$ cat config.mk
export PLATFORM = sky130hd
export DESIGN_NAME = cmp_window_stats
export DESIGN_NICKNAME = d
export VERILOG_FILES = /design/src/rtl/cmp_pkg.sv /design/src/rtl/cmp_majority.sv /design/src/rtl/cmp_window_stats.sv
export SDC_FILE = /design/constraint.sdc
export NUM_CORES = 1
export LEC_CHECK = 0
export CAP_MARGIN = 20
export CORE_MARGIN = 1.5
export CORE_UTILIZATION = 55
export DETAILED_ROUTE_END_ITERATION = 10
export PLACE_DENSITY_LB_ADDON = 0.2
export SETUP_SLACK_MARGIN = 0.1
export SKIP_CTS_REPAIR_TIMING = 1
export SYNTH_ARGS = -nofsm -noshare
export SYNTH_HDL_FRONTEND = slang
export SYNTH_SLANG_ARGS = --single-unit
$ cat constraint.sdc
create_clock -name clk -period 8.2 [get_ports clk]
set_input_delay 0.82 -clock clk [delete_from_list [all_inputs] [get_ports clk]]
set_output_delay 0.82 -clock clk [all_outputs]
set_load 0.01 [all_outputs]
$ cat src/rtl/cmp_pkg.sv
// ----------------------------------------------------------------------------
// cmp_pkg : shared types and codes for the comparator statistics path
// Revision: 1.0
// ----------------------------------------------------------------------------
`default_nettype none

package cmp_pkg;

  typedef enum logic [0:0] {
    ACCUM  = 1'b0,
    REPORT = 1'b1
  } state_t;

  localparam logic [1:0] MAJ_NONE = 2'b00;
  localparam logic [1:0] MAJ_EQ   = 2'b01;
  localparam logic [1:0] MAJ_GT   = 2'b10;
  localparam logic [1:0] MAJ_LT   = 2'b11;

  // Flag order is {eq, greater, less}
  localparam logic [2:0] FLG_EQ = 3'b100;
  localparam logic [2:0] FLG_GT = 3'b010;
  localparam logic [2:0] FLG_LT = 3'b001;

endpackage

`default_nettype wire

$ cat src/rtl/cmp_majority.sv
// ----------------------------------------------------------------------------
// cmp_majority : strict-winner code from three class counts (ties give none)
// Revision: 1.0
// ----------------------------------------------------------------------------
`default_nettype none

module cmp_majority
  import cmp_pkg::*;
#(
  parameter int CNT_W = 4
) (
  input  logic [CNT_W-1:0] i_eq_cnt,
  input  logic [CNT_W-1:0] i_gt_cnt,
  input  logic [CNT_W-1:0] i_lt_cnt,
  output logic [1:0]       o_majority
);

  always_comb begin
    o_majority = MAJ_NONE;
    if ((i_eq_cnt > i_gt_cnt) && (i_eq_cnt > i_lt_cnt)) begin
      o_majority = MAJ_EQ;
    end else if ((i_gt_cnt > i_eq_cnt) && (i_gt_cnt > i_lt_cnt)) begin
      o_majority = MAJ_GT;
    end else if ((i_lt_cnt > i_eq_cnt) && (i_lt_cnt > i_gt_cnt)) begin
      o_majority = MAJ_LT;
    end
  end

endmodule

`default_nettype wire

$ cat src/rtl/cmp_window_stats.sv
// ----------------------------------------------------------------------------
// cmp_window_stats : per-window eq/gt/lt/error counts with held summary output
// Revision: 1.0
// ----------------------------------------------------------------------------
`default_nettype none

module cmp_window_stats
  import cmp_pkg::*;
#(
  parameter int WINDOW = 8,
  parameter int CNT_W  = 4
) (
  input  logic             clk,
  input  logic             rst_n,
  input  logic             clear,
  input  logic             in_valid,
  output logic             in_ready,
  input  logic             eq,
  input  logic             greater,
  input  logic             less,
  output logic             out_valid,
  input  logic             out_ready,
  output logic [CNT_W-1:0] eq_cnt,
  output logic [CNT_W-1:0] gt_cnt,
  output logic [CNT_W-1:0] lt_cnt,
  output logic [CNT_W-1:0] err_cnt,
  output logic [1:0]       majority
);

  localparam logic [CNT_W-1:0] C_ZERO = '0;
  localparam logic [CNT_W-1:0] C_LAST = CNT_W'(WINDOW - 1);

  state_t           r_state;
  logic [CNT_W-1:0] r_eq_w, r_gt_w, r_lt_w, r_err_w, r_idx;
  logic [CNT_W-1:0] r_eq_o, r_gt_o, r_lt_o, r_err_o;
  logic [1:0]       r_maj;

  logic [2:0]       w_flags;
  logic             w_is_eq, w_is_gt, w_is_lt, w_is_err;
  logic             w_accept, w_last;
  logic [CNT_W-1:0] w_eq_nxt, w_gt_nxt, w_lt_nxt, w_err_nxt;
  logic [1:0]       w_maj;

  assign w_flags  = {eq, greater, less};
  assign w_is_eq  = (w_flags == FLG_EQ);
  assign w_is_gt  = (w_flags == FLG_GT);
  assign w_is_lt  = (w_flags == FLG_LT);
  assign w_is_err = ~(w_is_eq | w_is_gt | w_is_lt);

  assign w_accept = in_valid && (r_state == ACCUM);
  assign w_last   = (r_idx == C_LAST);

  // Counts including the sample on the current edge; the final report uses these
  assign w_eq_nxt  = r_eq_w  + {{(CNT_W-1){1'b0}}, w_is_eq};
  assign w_gt_nxt  = r_gt_w  + {{(CNT_W-1){1'b0}}, w_is_gt};
  assign w_lt_nxt  = r_lt_w  + {{(CNT_W-1){1'b0}}, w_is_lt};
  assign w_err_nxt = r_err_w + {{(CNT_W-1){1'b0}}, w_is_err};

  cmp_majority #(.CNT_W(CNT_W)) u_majority (
    .i_eq_cnt   (w_eq_nxt),
    .i_gt_cnt   (w_gt_nxt),
    .i_lt_cnt   (w_lt_nxt),
    .o_majority (w_maj)
  );

  always_ff @(posedge clk or negedge rst_n) begin
    if (!rst_n) begin
      r_state <= ACCUM;
      r_eq_w  <= C_ZERO;
      r_gt_w  <= C_ZERO;
      r_lt_w  <= C_ZERO;
      r_err_w <= C_ZERO;
      r_idx   <= C_ZERO;
      r_eq_o  <= C_ZERO;
      r_gt_o  <= C_ZERO;
      r_lt_o  <= C_ZERO;
      r_err_o <= C_ZERO;
      r_maj   <= MAJ_NONE;
    end else if (clear) begin
      r_state <= ACCUM;
      r_eq_w  <= C_ZERO;
      r_gt_w  <= C_ZERO;
      r_lt_w  <= C_ZERO;
      r_err_w <= C_ZERO;
      r_idx   <= C_ZERO;
      r_eq_o  <= C_ZERO;
      r_gt_o  <= C_ZERO;
      r_lt_o  <= C_ZERO;
      r_err_o <= C_ZERO;
      r_maj   <= MAJ_NONE;
    end else begin
      case (r_state)
        ACCUM: begin
          if (w_accept) begin
            if (w_last) begin
              r_eq_o  <= w_eq_nxt;
              r_gt_o  <= w_gt_nxt;
              r_lt_o  <= w_lt_nxt;
              r_err_o <= w_err_nxt;
              r_maj   <= w_maj;
              r_eq_w  <= C_ZERO;
              r_gt_w  <= C_ZERO;
              r_lt_w  <= C_ZERO;
              r_err_w <= C_ZERO;
              r_idx   <= C_ZERO;
              r_state <= REPORT;
            end else begin
              r_eq_w  <= w_eq_nxt;
              r_gt_w  <= w_gt_nxt;
              r_lt_w  <= w_lt_nxt;
              r_err_w <= w_err_nxt;
              r_idx   <= r_idx + {{(CNT_W-1){1'b0}}, 1'b1};
            end
          end
        end
        REPORT: begin
          if (out_ready) begin
            r_state <= ACCUM;
          end
        end
        default: r_state <= ACCUM;
      endcase
    end
  end

  assign in_ready  = (r_state == ACCUM);
  assign out_valid = (r_state == REPORT);
  assign eq_cnt    = r_eq_o;
  assign gt_cnt    = r_gt_o;
  assign lt_cnt    = r_lt_o;
  assign err_cnt   = r_err_o;
  assign majority  = r_maj;

endmodule

`default_nettype wire

==> run metrics <==
period utilization 44.26%; total grt overflow 0; Worst Slack Setup Final 4.570 ns; final net count 270; met3 wire len 182 um; slowest CP cell clkdlybuf4s50_1; via count 1625; ys async rst share 100.0%; Adder-Cell Fraction of Synth Area 12.80%; pin count of the biggest net entering global routing 40; first-pass GRT wire length 7.293 mm; Final ANT Viol Nets 0; routed wl met2 1.945 mm; type of the worst setup path in2reg; Fmax 0.2755 GHz; Crit. End Element flip-flop; clk buf depth 2; Final TNS setup 0 ns; Setup Skew 0.004051 ns; endpoints failing hold 0; register area share after synthesis 46.43%; number of antenna diodes 0; num ports 28; Via density 5.490; Leakage Power 1.116 nW; Starting Density 57.42%; gpl congestion 0.8313; Post-Synthesis Cells 219; Synth Area in Compound Gates 15.54%; synth cell count leaders 39 x dfrtp_1, 32 x nand2_1, 23 x nor2_1; die width 64.82 um; min Tclk post-route 3.630 ns; number of distinct library cells after synthesis 34; synthesized flop and latch total 39; wl on met1 2.134 mm; layout cell share with drive strength beyond 1 8.065%; CP top delay family adder cells; initial antenna violation count 0; Mapped Nets 241; max-slew violations 0; Area Overhead vs Synth 20.24%; fraction of the mapped netlist area in simple logic gates 16.37%; worst vdd ir 0.1358 mV; CTS tree yes; die area 0.004202 sq mm; Crit Path Max Fanout 6; class of the worst hold path reg2reg; Crit path largest cell delay 0.56 ns; DRC 0; Cell Area, Synth 0.002102 sq mm; Buffers on Ports 27; Worst-Margin Slew 1.024 ns; GRT Util Overall 22.98%; CTS clk-pin slew, worst paths 0.07 ns; critical-path cell list clkdlybuf4s50_1 > nor3b_1 > ha_1 > ha_1 > or2_0 > maj3_2 > maj3_2 > maj3_2 > o31a_1 > a211oi_1; detailed placement HPWL 3.022 mm; Worst Setup Start Kind input port; final setup violating endpoints 0; Root Buffer clkbuf_8; row count 22; H-tree depth 2; routed len/inst 14.53 um; vias in the first global route 1503; final wirelength 4.302 mm; Worst EP required 8.37 ns; EDFF count, synth 0; Slew HR 31.54%; PD cells 153.5 mW/mm^2; post-synthesis mux area share 0.5357%; Warnings, synthesis 0; Initial DRC Count 119; clk sinks 39; Die Y-Extent 64.82 um; Post-synth top flop dfrtp_1; Buf/Inv on CP 1; cts bufs inserted 5; Avg Inst Size Synth 9.598 sq um; DRT Pass-1 Iters 4; RSZ-0062 raised after global routing no; critical path's most frequent cell maj3_2; Skew-Pair Late Insertion Delay 0.29 ns; most frequent cell after synthesis dfrtp_1; status finished, final reports clean; core area 0.003661 sq mm; top-area cell type share of the netlist area 46.43%; top post-synthesis cells by area dfrtp_1 46%, ha_1 8.3%, nand2_1 5.7%; XOR/XNOR Fraction of Synth Area 5.655%; worst slack at placement 4.274 ns; leading area contributor after synthesis dfrtp_1; largest family of logic cells by synthesized area simple AND/OR/NAND/NOR gates; Max Cap Viol 0; uppermost layer routed met4; crit path DAT 3.80 ns
-- cell families after synthesis --
group	after synthesis
AND/OR/NAND/NOR	76
AO/OA/AOI/OAI	54
flip-flops	39
adder cells (fa/ha/maj)	23
buffers and inverters	15
XOR/XNOR	11
multiplexers	1
-- layer usage --
metal / track usage [%] / vias to the layer above
li1: - / 820
met1: 33.49 / 757
met2: 34.92 / 43
met3: 5.208 / 5
met4: 5.585 / 0
met5: 0 / -
-- area by class of cell --
type	instances	area [sq um]
fillers	304	1134
multi-input cells	165	1075
flip-flops and latches	39	975.9
repair buffers	30	287.8
clock buffers	6	72.57
well taps	48	60.06
clock inverters	1	30.03
inverters	7	26.28
-- layout by cell type, fill, tap and decap left out, drive strengths merged, types with 3 or more instances in the layout --
| master | Yosys | final |
|---|---|---|
| nand3 | 3 | 3 |
| xor2 | 5 | 5 |
| maj3 | 9 | 9 |
| nand2 | 32 | 32 |
| a22o | 6 | 6 |
| nor3 | 4 | 4 |
| inv | 7 | 7 |
| a211oi | 8 | 8 |
| a21oi | 14 | 14 |
| nor2 | 23 | 23 |
| clkdlybuf4s50 | 0 | 26 |
| xnor2 | 6 | 6 |
| buf | 0 | 4 |
| ha | 14 | 14 |
| dfrtp | 39 | 39 |
| nor3b | 3 | 3 |
| o21ai | 20 | 20 |
| clkbuf | 8 | 6 |
-- state kept, by name (all words and copies together), names as in the netlist --
name	cells
eq_cnt	4
err_cnt	4
gt_cnt	4
lt_cnt	4
majority	2
out_valid	1
r_eq_w	4
r_err_w	4
r_gt_w	4
r_idx	4
r_lt_w	4
-- worst min-delay path, delay by kind of cell, from the launching register on --
kind               cells  cell delay (ns)
DFF                    1             0.35
AOI/OAI and AO/OA      1             0.06
and+or+nand+nor        1             0.05
-- path summary, 6_finish.rpt --
kind / from / slack (ns) / cells after the start / to
setup reg to reg: r_lt_w[0] / 5.46 / 8 / majority[0]
hold / removal: r_gt_w[0] / 0.50 / 2 / r_gt_w[0]
min in group asynchronous: rst_n / 0.64 / 1 / lt_cnt[3]
setup / recovery: eq / 4.57 / 10 / majority[0]
hold reg to reg: r_gt_w[0] / 0.50 / 2 / r_gt_w[0]
max in group asynchronous: rst_n / 7.02 / 1 / eq_cnt[1]
-- stage by stage --
| stage | hold slack [ns] | power (W) | instances | instance area [sq um] | util (%) |
|---|---|---|---|---|---|
| final | 0.5038 | 0.0003880 | 296 | 2527 | 69.04 |
| after global routing | 0.5362 | 0.0004022 | 296 | 2527 | 69.04 |
| after CTS | 0.5162 | 0.0003901 | 296 | 2527 | 69.04 |
| after detailed placement | 0.4971 | 0.0002378 | 289 | 2425 | 66.23 |
| after global placement | 0.4840 | 0.0002373 | 289 | 2425 | 66.23 |
| after floorplan | 0.4621 | 0.0002241 | 219 | 2102 | - |
-- where the power goes --
group	internal, W	switching (W)	leakage (nW)
clock	0.0000892	0.0000651	0.0513
combinational	0.0000163	0.0000212	0.523
sequential	0.000194	0.00000178	0.542
No activity file was read; power rests on OpenSTA's default activity.
